--- src/rtl/mem_arbiter.sv ---
// mem_arbiter: two-port arbiter in front of a single-port synchronous memory.
// Port A has fixed priority, and port B gets a forced grant once its wait reaches STARVE_MAX.
// Defining MEM_ARB_STATS_EN adds the saturating grant and conflict counters.
module mem_arbiter #(
  parameter int ADDR_WIDTH = 6,
  parameter int DATA_WIDTH = 16,
  parameter int STARVE_MAX = 3
) (
  input  logic                  clk,
  input  logic                  rst_n,
  input  logic                  req_a,
  input  logic                  we_a,
  input  logic [ADDR_WIDTH-1:0] addr_a,
  input  logic [DATA_WIDTH-1:0] wdata_a,
  input  logic                  req_b,
  input  logic                  we_b,
  input  logic [ADDR_WIDTH-1:0] addr_b,
  input  logic [DATA_WIDTH-1:0] wdata_b,
  output logic                  gnt_a,
  output logic                  gnt_b,
  output logic                  rvalid_a,
  output logic                  rvalid_b,
  output logic [DATA_WIDTH-1:0] rdata_a,
  output logic [DATA_WIDTH-1:0] rdata_b,
  output logic                  mem_we,
  output logic [ADDR_WIDTH-1:0] mem_addr,
  output logic [DATA_WIDTH-1:0] mem_data,
`ifdef MEM_ARB_STATS_EN
  output logic [15:0]           grant_cnt_a,
  output logic [15:0]           grant_cnt_b,
  output logic [15:0]           conflict_cnt,
`endif
  input  logic [DATA_WIDTH-1:0] mem_out
);

  localparam int WAIT_W = (STARVE_MAX > 0) ? $clog2(STARVE_MAX + 1) : 1;
  localparam logic [WAIT_W-1:0] STARVE_LIM = WAIT_W'(STARVE_MAX);

  typedef enum logic [1:0] {
    OWN_NONE = 2'd0,
    OWN_A    = 2'd1,
    OWN_B    = 2'd2
  } owner_e;

  logic [WAIT_W-1:0]     wait_cnt;
  owner_e                rd_owner;
  logic [ADDR_WIDTH-1:0] hold_addr;
  logic [DATA_WIDTH-1:0] hold_data;
  logic                  both_req;
  logic                  starved;

  assign both_req = req_a & req_b;
  assign starved  = (wait_cnt == STARVE_LIM);

  // Grants are gated by rst_n so every output reads 0 while reset is held.
  always_comb begin
    // NOTE: assign every always_comb output a default first so that no path infers a latch.
    gnt_a = 1'b0;
    gnt_b = 1'b0;
    if (rst_n) begin
      if (req_a && !(req_b && starved)) begin
        gnt_a = 1'b1;
      end else if (req_b) begin
        gnt_b = 1'b1;
      end
    end
  end

  // Idle cycles keep the last granted address/data on the bus, and the write strobe is held low.
  always_comb begin
    mem_we   = 1'b0;
    mem_addr = hold_addr;
    mem_data = hold_data;
    if (gnt_a) begin
      mem_we   = we_a;
      mem_addr = addr_a;
      mem_data = wdata_a;
    end else if (gnt_b) begin
      mem_we   = we_b;
      mem_addr = addr_b;
      mem_data = wdata_b;
    end
  end

  always_ff @(posedge clk or negedge rst_n) begin
    if (!rst_n) begin
      wait_cnt  <= '0;
      rd_owner  <= OWN_NONE;
      hold_addr <= '0;
      hold_data <= '0;
    end else begin
      // NOTE: sequential state uses non-blocking assignments so that every register samples pre-edge values.
      if (gnt_b) begin
        wait_cnt <= '0;
      end else if (both_req && gnt_a && !starved) begin
        wait_cnt <= wait_cnt + 1'b1;
      end
      if (gnt_a || gnt_b) begin
        hold_addr <= mem_addr;
        hold_data <= mem_data;
      end
      if (gnt_a && !we_a) begin
        rd_owner <= OWN_A;
      end else if (gnt_b && !we_b) begin
        rd_owner <= OWN_B;
      end else begin
        rd_owner <= OWN_NONE;
      end
    end
  end

  assign rvalid_a = (rd_owner == OWN_A);
  assign rvalid_b = (rd_owner == OWN_B);
  assign rdata_a  = rvalid_a ? mem_out : '0;
  assign rdata_b  = rvalid_b ? mem_out : '0;

`ifdef MEM_ARB_STATS_EN
  always_ff @(posedge clk or negedge rst_n) begin
    if (!rst_n) begin
      grant_cnt_a  <= '0;
      grant_cnt_b  <= '0;
      conflict_cnt <= '0;
    end else begin
      if (gnt_a && grant_cnt_a != 16'hFFFF) grant_cnt_a <= grant_cnt_a + 16'd1;
      if (gnt_b && grant_cnt_b != 16'hFFFF) grant_cnt_b <= grant_cnt_b + 16'd1;
      if (both_req && conflict_cnt != 16'hFFFF) conflict_cnt <= conflict_cnt + 16'd1;
    end
  end
`endif

  a_one_gnt: assert property (@(posedge clk) disable iff (!rst_n) !(gnt_a && gnt_b));
  a_one_rvalid: assert property (@(posedge clk) disable iff (!rst_n) !(rvalid_a && rvalid_b));
  a_wait_bound: assert property (@(posedge clk) disable iff (!rst_n) wait_cnt <= STARVE_LIM);

endmodule

--- config.mk ---
export PLATFORM = sky130hd
export DESIGN_NAME = mem_arbiter
export DESIGN_NICKNAME = d
export VERILOG_FILES = /design/src/rtl/mem_arbiter.sv
export SDC_FILE = /design/constraint.sdc
export NUM_CORES = 1
export LEC_CHECK = 0
export CORE_AREA = 3 3 89 91
export CTS_CLUSTER_DIAMETER = 80
export DETAILED_ROUTE_END_ITERATION = 16
export DIE_AREA = 0 0 92 94
export HOLD_SLACK_MARGIN = 0.03
export PLACE_DENSITY = 0.57
export SKIP_LAST_GASP = 1
export SLEW_MARGIN = 15
export SYNTH_ARGS = -nofsm -noshare
export SYNTH_HDL_FRONTEND = slang
export SYNTH_SLANG_ARGS = --single-unit
--- constraint.sdc ---
create_clock -name clk -period 4.55 [get_ports clk]
set_input_delay 0.6825 -clock clk [delete_from_list [all_inputs] [get_ports clk]]
set_output_delay 0.6825 -clock clk [all_outputs]
set_load 0.05 [all_outputs]
==> results of run 1 <==
[state kept, by name (all words and copies together), names as in the netlist]
signal and cells:
hold_data 16, hold_addr 6, rd_owner 2, wait_cnt 2
[worst max path at each step]
| stage | startpoint | to | slack, ps | cells after the start |
|---|---|---|---|---|
| floorplan | req_a | mem_data[2] | 2110 | 4 |
| global placement | rst_n | mem_data[9] | 970 | 6 |
| detailed placement | rst_n | mem_addr[0] | 950 | 6 |
| CTS | rst_n | mem_addr[0] | 930 | 6 |
| global route | rst_n | mem_data[7] | 750 | 6 |
| finish | rst_n | mem_data[9] | 1000 | 6 |
[cells in the final DEF (no fill, tap or decap)]
cell and instances:
nor3_1 1, dfrtp_1 26, and3_1 1, a22o_1 2, bufinv_16 1, clkdlybuf4s50_1 99, buf_12 25, and2b_4 1
ha_1 1, clkbuf_8 3, nor2b_1 3, nor2_4 1, a21oi_4 1, a221o_1 44, nand2_1 2, and2_1 54
mux2_2 1, o21ai_2 1, buf_4 3
[Yosys cell counts]
| master | number | area, um2 |
|---|---|---|
| o21ai_2 | 1 | 8.76 |
| nand2_1 | 2 | 7.51 |
| dfrtp_1 | 26 | 651 |
| a21oi_2 | 1 | 8.76 |
| a22o_1 | 2 | 17.5 |
| nor2_4 | 1 | 11.3 |
| and2b_4 | 1 | 10.0 |
| nor2b_1 | 3 | 18.8 |
| and3_1 | 1 | 6.26 |
| and2_1 | 54 | 338 |
| nor3_1 | 1 | 5.00 |
| mux2_2 | 1 | 11.3 |
| clkbuf_1 | 2 | 7.51 |
| buf_2 | 3 | 15.0 |
| ha_1 | 1 | 12.5 |
| buf_6 | 8 | 90.1 |
| a221o_1 | 44 | 440 |
[routing by layer]
| metal | wire length (um) | up-vias | part of all wire [%] |
|---|---|---|---|
| met1 | 2400 | 783 | 43 |
| met5 | 0 | - | 0 |
| li1 | - | 830 | - |
| met2 | 2450 | 100 | 44 |
| met4 | 28 | 0 | 0.51 |
| met3 | 648 | 3 | 12 |
[power groups by stage]
stage               Combinational, mW  Clock (mW)  Sequential (mW)
global route                    0.493       0.209            0.272
CTS                             0.474       0.200            0.269
finish                          0.469       0.195            0.268
detailed placement              0.472           0            0.273
floorplan                       0.243           0            0.271
global placement                0.470           0            0.272
[cell type report]
type / instances / area, um2 / share of cell area, %
clock inverter: 1 / 30.0 / 0.920
clock buffer: 3 / 41.3 / 1.27
sequential: 26 / 651 / 19.9
tap: 99 / 124 / 3.80
timing repair buffer: 127 / 1510 / 46.4
multi-input combinational: 113 / 903 / 27.7
[critical path, cell delays in order]
cell and delay (ps):
clkdlybuf4s50_1 750, nand2_1 160, a21oi_4 460, buf_4 400
a221o_1 260, buf_12 150
[logic make-up after synthesis]
kind of cell             share of synthesized area [%]
AO/OA/AOI/OAI                                     28.7
adder cells (fa/ha/maj)                          0.754
flip-flops                                        39.2
AND/OR/NAND/NOR                                   23.9
buffers and inverters                             6.79
multiplexers                                     0.679
==> metrics.yaml, run 1 <==
clk_pin_slew_ps: 90
antenna_found_initial: 0
cts_tree: "yes"
cp.required_ps: 3870
leakagePower_nw: 1.32
clock-sinks: 26
start_util_pct: 23.0
cts_hold_buffers: 0
drv_cap: 0
drc: 0
port_buffers: 124
final_cells: 369
drt-total-wl_um: 5520
final_cell_area_mm2: 0.00326
avgSynthCellArea_um2: 10.9
power_frac_clock_pct: 20.9
synth_nets: 219
ios: 125
wl_per_cell_um: 15.0
clock_latency_ps: 270
detail-route-antenna-nets: 0
die_area_mm2: 0.00865
dieWidth_um: 92
internal_power_mw: 0.613
ir_drop_v: 0.000123
h-tree-depth: 1
ys_seq_area_share_pct: 39.2
core_mm2: 0.00721
path_class: "input port to output port"
dpl.cell_count: 365
grt-ovfl-total: 0
track_usage_pct: 12.3
nNetsFinal: 338
final.setup_skew_ps: 1.02
hp-class: "flip-flop to flip-flop"
relSlewSlack_pct: 36.8
sw_frac_of_total_pct: 34.3
synth_area_mm2: 0.00166
dieHeight_um: 94
rrSetupSlack_ps: 2710
grt_pass1_vias: 1651
hold_path_depth: 1
end_kind: "output port"
tightest_slew_ps: 946
status: "finished clean"
grt.met2_usage_pct: 19.6
hold_viol_final: 0
yosysWarnings: 0
worstSetupStartpointType: "input port"
cts_root_buf: "clkbuf_8"
cts_buffers: 3
power.density_mw_per_mm2: 286
drv_slew: 0
drt-initial-drc-count: 77
post_cts_resized: 0
timing.fmax_ghz: 0.281
rows: 31
viasPerCell: 4.65
ys_ff_latch: 26
grt_most_used_layer: "met2"
period_needed_ps: 3550
crit_fanout: 27
grt_pass1_wl_um: 8590
firstDrtPassIters: 4
grt_max_degree: 34
syn-instance-count: 152
fin_ws_ps: 996
p_seq_share_pct: 28.8
clock_path_buffers: 2
r2r_end: "hold_data[4]$_DFFE_PN0P_"
final_core_util_pct: 45.2
worstPathArrival_ps: 2870
hp-start: "wait_cnt[0]$_DFFE_PN0P_"
cts_setup_buffers: 0
min_to: "wait_cnt[0]$_DFFE_PN0P_"
use_met3_pct: 4.01
p_comb_share_pct: 50.3
hold_ws_ps: 544
n_fill_cell: 702
r2r_cells: 5
synthDistinctLibCells: 17
setup-tns-final_ps: 0
place_area_mm2: 0.00319
rsz0062_at_grt: "no"
fin_crit_sh_pct: 78.1
dpl_worst_slack_ps: 946
drive_gt1_share_pct: 13.7
vias: 1716
worstReg2RegStart: "wait_cnt[0]$_DFFE_PN0P_"
power.total_mw: 0.933
n_antenna_cell: 0
netSwitchingPower_mw: 0.320
area_growth_syn_to_layout_pct: 96.7
place_congestion: 0.738
setup_viol: 0
dp_hpwl_um: 4340
use_met1_pct: 16.2
No activity file was read; power rests on OpenSTA's default activity.
==> run 2: changes to the inputs <==
Clock period 4.55 ns to 3.7 ns, I/O delays scaled along.
==> run 2 against run 1 <==
Clock power up 19%. First-iteration DRC count down 23%. Clock skew up 5.2 ps. Combinational power up 23%. Non-clock buffer count unchanged. Setup slack worse by 360 ps. Sequential share of layout area down 0.076 points. Largest cell class unchanged.
==> metrics.yaml, run 2 (synthesized netlist as in run 1, its figures left out) <==
vias: 1719
grt_max_degree: 48
endpoint: "mem_data[8]"
track_usage_pct: 11.7
sw_frac_of_total_pct: 33.8
p_comb_share_pct: 50.8
power.total_mw: 1.14
dieHeight_um: 94
leakagePower_nw: 1.33
internal_power_mw: 0.755
status: "finished clean"
h-tree-depth: 1
post_cts_resized: 0
critPathLaunch: "rst_n"
period_needed_ps: 3070
final_cell_mix: "99 x clkdlybuf4s50_1, 54 x and2_1, 44 x a221o_1"
fin_crit_sh_pct: 82.9
n_antenna_cell: 0
firstDrtPassIters: 4
r2r_cells: 5
clock_latency_ps: 270
ir_drop_v: 0.000227
cts_root_buf: "clkbuf_8"
grt_pass1_wl_um: 8290
relSlewSlack_pct: 37.1
drt-initial-drc-count: 59
worstPathArrival_ps: 2510
worstReg2RegStart: "wait_cnt[1]$_DFFE_PN0P_"
port_buffers: 124
drv_cap: 0
path_class: "input port to output port"
setup-tns-final_ps: 0
fin_ws_ps: 634
ios: 125
power.density_mw_per_mm2: 348
clock_path_buffers: 2
final.setup_skew_ps: 6.26
netSwitchingPower_mw: 0.385
viasPerCell: 4.66
antenna_found_initial: 0
detail-route-antenna-nets: 0
cts_buffers: 3
worstSetupStartpointType: "input port"
dieWidth_um: 92
rrSetupSlack_ps: 2030
clock-sinks: 26
grt-ovfl-total: 0
drive_gt1_share_pct: 13.7
final_cells: 369
cts_hold_buffers: 0
die_area_mm2: 0.00865
drc: 0
timing.fmax_ghz: 0.326
hold_ws_ps: 539
regMostFlops: "hold_data"
core_mm2: 0.00721
rows: 31
layout_commonest_cell: "clkdlybuf4s50_1"
nNetsFinal: 338
hp-class: "flip-flop to flip-flop"
place_congestion: 0.729
dp_hpwl_um: 4200
dpl.cell_count: 365
area_growth_syn_to_layout_pct: 97.4
place_area_mm2: 0.00320
reg_top3: "hold_data x16, hold_addr x6"
start_util_pct: 23.0
cts_tree: "yes"
tightest_slew_ps: 942
drv_slew: 0
dpl_worst_slack_ps: 614
power_frac_clock_pct: 20.4
drt-total-wl_um: 5370
setup_viol: 0
largest_reg_flops: 16
r2r_end: "hold_data[4]$_DFFE_PN0P_"
wl_per_cell_um: 14.6
p_seq_share_pct: 28.9
final_cell_area_mm2: 0.00328
cts_setup_buffers: 0
end_kind: "output port"
crit_fanout: 28
cp.required_ps: 3140
hold_viol_final: 0
clk_pin_slew_ps: 90
grt_pass1_vias: 1512
final_core_util_pct: 45.4
rsz0062_at_grt: "no"
## run 2: area by class of cell
class / instances / area [um2]
clock buffer: 3 / 41.3
clock inverter: 1 / 30.0
fill: 685 / 3940
multi-input combinational: 113 / 903
sequential: 26 / 651
tap: 99 / 124
timing repair buffer: 127 / 1530
## run 2: critical path: stages
cell	delay, ps
clkdlybuf4s50_1	710
nand2_1	220
nor2_4	400
buf_12	230
a221o_1	220
buf_12	150
## run 2: how the worst min path moves through the flow
stage | from | to | slack, ps | cells after the start
2_1_floorplan | rst_n | hold_addr[0]$_DFFE_PN0P_ | 260 | 0
3_3_place_gp | wait_cnt[1]$_DFFE_PN0P_ | wait_cnt[1]$_DFFE_PN0P_ | 510 | 1
3_5_place_dp | wait_cnt[1]$_DFFE_PN0P_ | wait_cnt[1]$_DFFE_PN0P_ | 510 | 1
4_1_cts | wait_cnt[1]$_DFFE_PN0P_ | wait_cnt[1]$_DFFE_PN0P_ | 540 | 1
5_1_grt | wait_cnt[1]$_DFFE_PN0P_ | wait_cnt[1]$_DFFE_PN0P_ | 560 | 1
6_report | wait_cnt[0]$_DFFE_PN0P_ | wait_cnt[0]$_DFFE_PN0P_ | 540 | 1
## run 2: layer usage
layer	up-vias	routed length, um	global-route usage [%]
met5	-	0	0
met4	0	0	1.49
met3	0	716	5.05
met2	97	2250	17.6
met1	794	2400	16.1
li1	828	-	-
## run 2: power by group through the flow
stage	clock network (mW)	registers [mW]	logic [mW]
finish	0.232	0.329	0.579
detailed placement	0	0.335	0.581
floorplan	0	0.333	0.298
global placement	0	0.335	0.580
global route	0.254	0.334	0.607
CTS	0.241	0.329	0.584
==> run 3: changes to the inputs <==
Settings changed: PLACE_DENSITY 0.57 to 0.59.
Clock period 3.7 ns to 2.65 ns, I/O delays scaled along.
==> run 3 against run 2 <==
Critical path depth unchanged. Critical endpoint is now mem_data[3]. Global-route usage up 0.35 points. Hold slack worse by 9.0 ps. Cell count up 1.4%. Flip-flop and latch count unchanged. Non-clock buffer count up 5. Via count up 2.1%. Critical path type unchanged. Final area down 0.31%. Combinational power up 41%. Clock skew about the same.
==> metrics.yaml, run 3 (synthesized netlist as in run 1, its figures left out) <==
cpMostUsedCell: "buf_12"
cts_tree: "yes"
vias: 1755
drt-total-wl_um: 5420
path_cells: "clkdlybuf4s50_1, nand2_1, nor2_4, buf_12, a221o_1, buf_12"
grt_pass1_wl_um: 8580
largest_reg_flops: 16
final_cells: 374
viasPerCell: 4.69
endpoint: "mem_data[3]"
drc: 0
layout_commonest_cell: "clkdlybuf4s50_1"
final_core_util_pct: 45.3
final_cell_area_mm2: 0.00327
worstPathArrival_ps: 2000
r2r_end: "hold_data[13]$_DFFE_PN0P_"
worstSetupStartpointType: "input port"
drive_gt1_share_pct: 26.9
grt_pass1_vias: 1686
slowest_delay_ps: 610
n_antenna_cell: 0
hold_viol_final: 0
cp.depth: 6
drt-initial-drc-count: 74
dieWidth_um: 92
track_usage_pct: 12.1
n_fill_cell: 685
port_buffers: 124
firstDrtPassIters: 4
drv_slew: 0
detail-route-antenna-nets: 0
grt_max_degree: 48
place_congestion: 0.682
critical_path.top_delay_family: "buffers and inverters"
dpl.cell_count: 370
place_area_mm2: 0.00319
path_class: "input port to output port"
timing.fmax_ghz: 0.417
cts_setup_buffers: 0
relSlewSlack_pct: 66.6
power.total_mw: 1.61
wl_per_cell_um: 14.5
regMostFlops: "hold_data"
area_growth_syn_to_layout_pct: 96.8
hp-class: "flip-flop to flip-flop"
tightest_slew_ps: 500
cp.required_ps: 2250
path_buf_inv: 3
die_area_mm2: 0.00865
critPathLaunch: "rst_n"
final_cell_mix: "67 x clkdlybuf4s50_1, 54 x and2_1, 44 x a221o_1"
hold_ws_ps: 530
start_util_pct: 23.0
rsz0062_at_grt: "no"
status: "finished clean"
rrSetupSlack_ps: 1080
power.density_mw_per_mm2: 493
period_needed_ps: 2400
clk_pin_slew_ps: 90
leakagePower_nw: 1.42
clock_path_buffers: 2
h-tree-depth: 1
seqCellArea_um2: 651
clock_latency_ps: 270
ir_drop_v: 0.000314
grt-ovfl-total: 0
cts_hold_buffers: 0
cts_root_buf: "clkbuf_8"
dp_hpwl_um: 4310
ios: 125
fin_crit_sh_pct: 90.5
cts_buffers: 3
dpl_worst_slack_ps: 91.6
core_mm2: 0.00721
final.setup_skew_ps: 6.40
setup_viol: 0
post_cts_resized: 0
nNetsFinal: 343
slowest_stage: "clkdlybuf4s50_1"
crit_fanout: 18
r2r_cells: 5
rows: 31
end_kind: "output port"
dieHeight_um: 94
fin_ws_ps: 250
reg_top3: "hold_data x16, hold_addr x6"
clock-sinks: 26
multi_input_area_um2: 911
drv_cap: 0
antenna_found_initial: 0
worstReg2RegStart: "wait_cnt[0]$_DFFE_PN0P_"
setup-tns-final_ps: 0
==> run 3: cell types whose count changed in the layout (fill, tap and decap cells not counted), sizes merged <==
cell and change:
buf +37, clkdlybuf4s50 -32
==> run 3: power breakdown <==
group          leakage (nW)  total [mW]  switching (mW)  internal, mW
Combinational          1.06       0.815           0.406         0.409
Clock                0.0357       0.336           0.134         0.202
Sequential            0.324       0.460          0.0118         0.448
==> run 3: worst register-to-register path, stage by stage, from the launching register on <==
cell	delay [ps]
dfrtp_1	400
ha_1	250
and2b_4	290
nor2_4	70
buf_12	160
a221o_1	300
==> run 3: cell type report <==
| type | count | area share [%] |
|---|---|---|
| timing repair buffer | 132 | 46.2 |
| multi-input combinational | 113 | 27.9 |
| sequential | 26 | 19.9 |
| tap | 99 | 3.79 |
| clock buffer | 3 | 1.26 |
| clock inverter | 1 | 0.920 |
==> run 3: worst min path at each step <==
stage | cells past startpoint | endpoint | slack [ps] | from
after floorplan | 0 | hold_addr[0]$_DFFE_PN0P_ | 100 | rst_n
after global placement | 1 | wait_cnt[1]$_DFFE_PN0P_ | 500 | wait_cnt[1]$_DFFE_PN0P_
after detailed placement | 1 | wait_cnt[1]$_DFFE_PN0P_ | 510 | wait_cnt[1]$_DFFE_PN0P_
after CTS | 1 | wait_cnt[1]$_DFFE_PN0P_ | 530 | wait_cnt[1]$_DFFE_PN0P_
after global routing | 1 | wait_cnt[1]$_DFFE_PN0P_ | 560 | wait_cnt[1]$_DFFE_PN0P_
final | 1 | wait_cnt[1]$_DFFE_PN0P_ | 530 | wait_cnt[1]$_DFFE_PN0P_
==> run 3: metal layers <==
| metal | routed length (um) | GRT usage, % | up-vias |
|---|---|---|---|
| met5 | 0 | 0 | - |
| met4 | 13 | 1.86 | 0 |
| met3 | 749 | 5.37 | 2 |
| met2 | 2420 | 19.8 | 108 |
| met1 | 2240 | 15.0 | 804 |
| li1 | - | - | 841 |
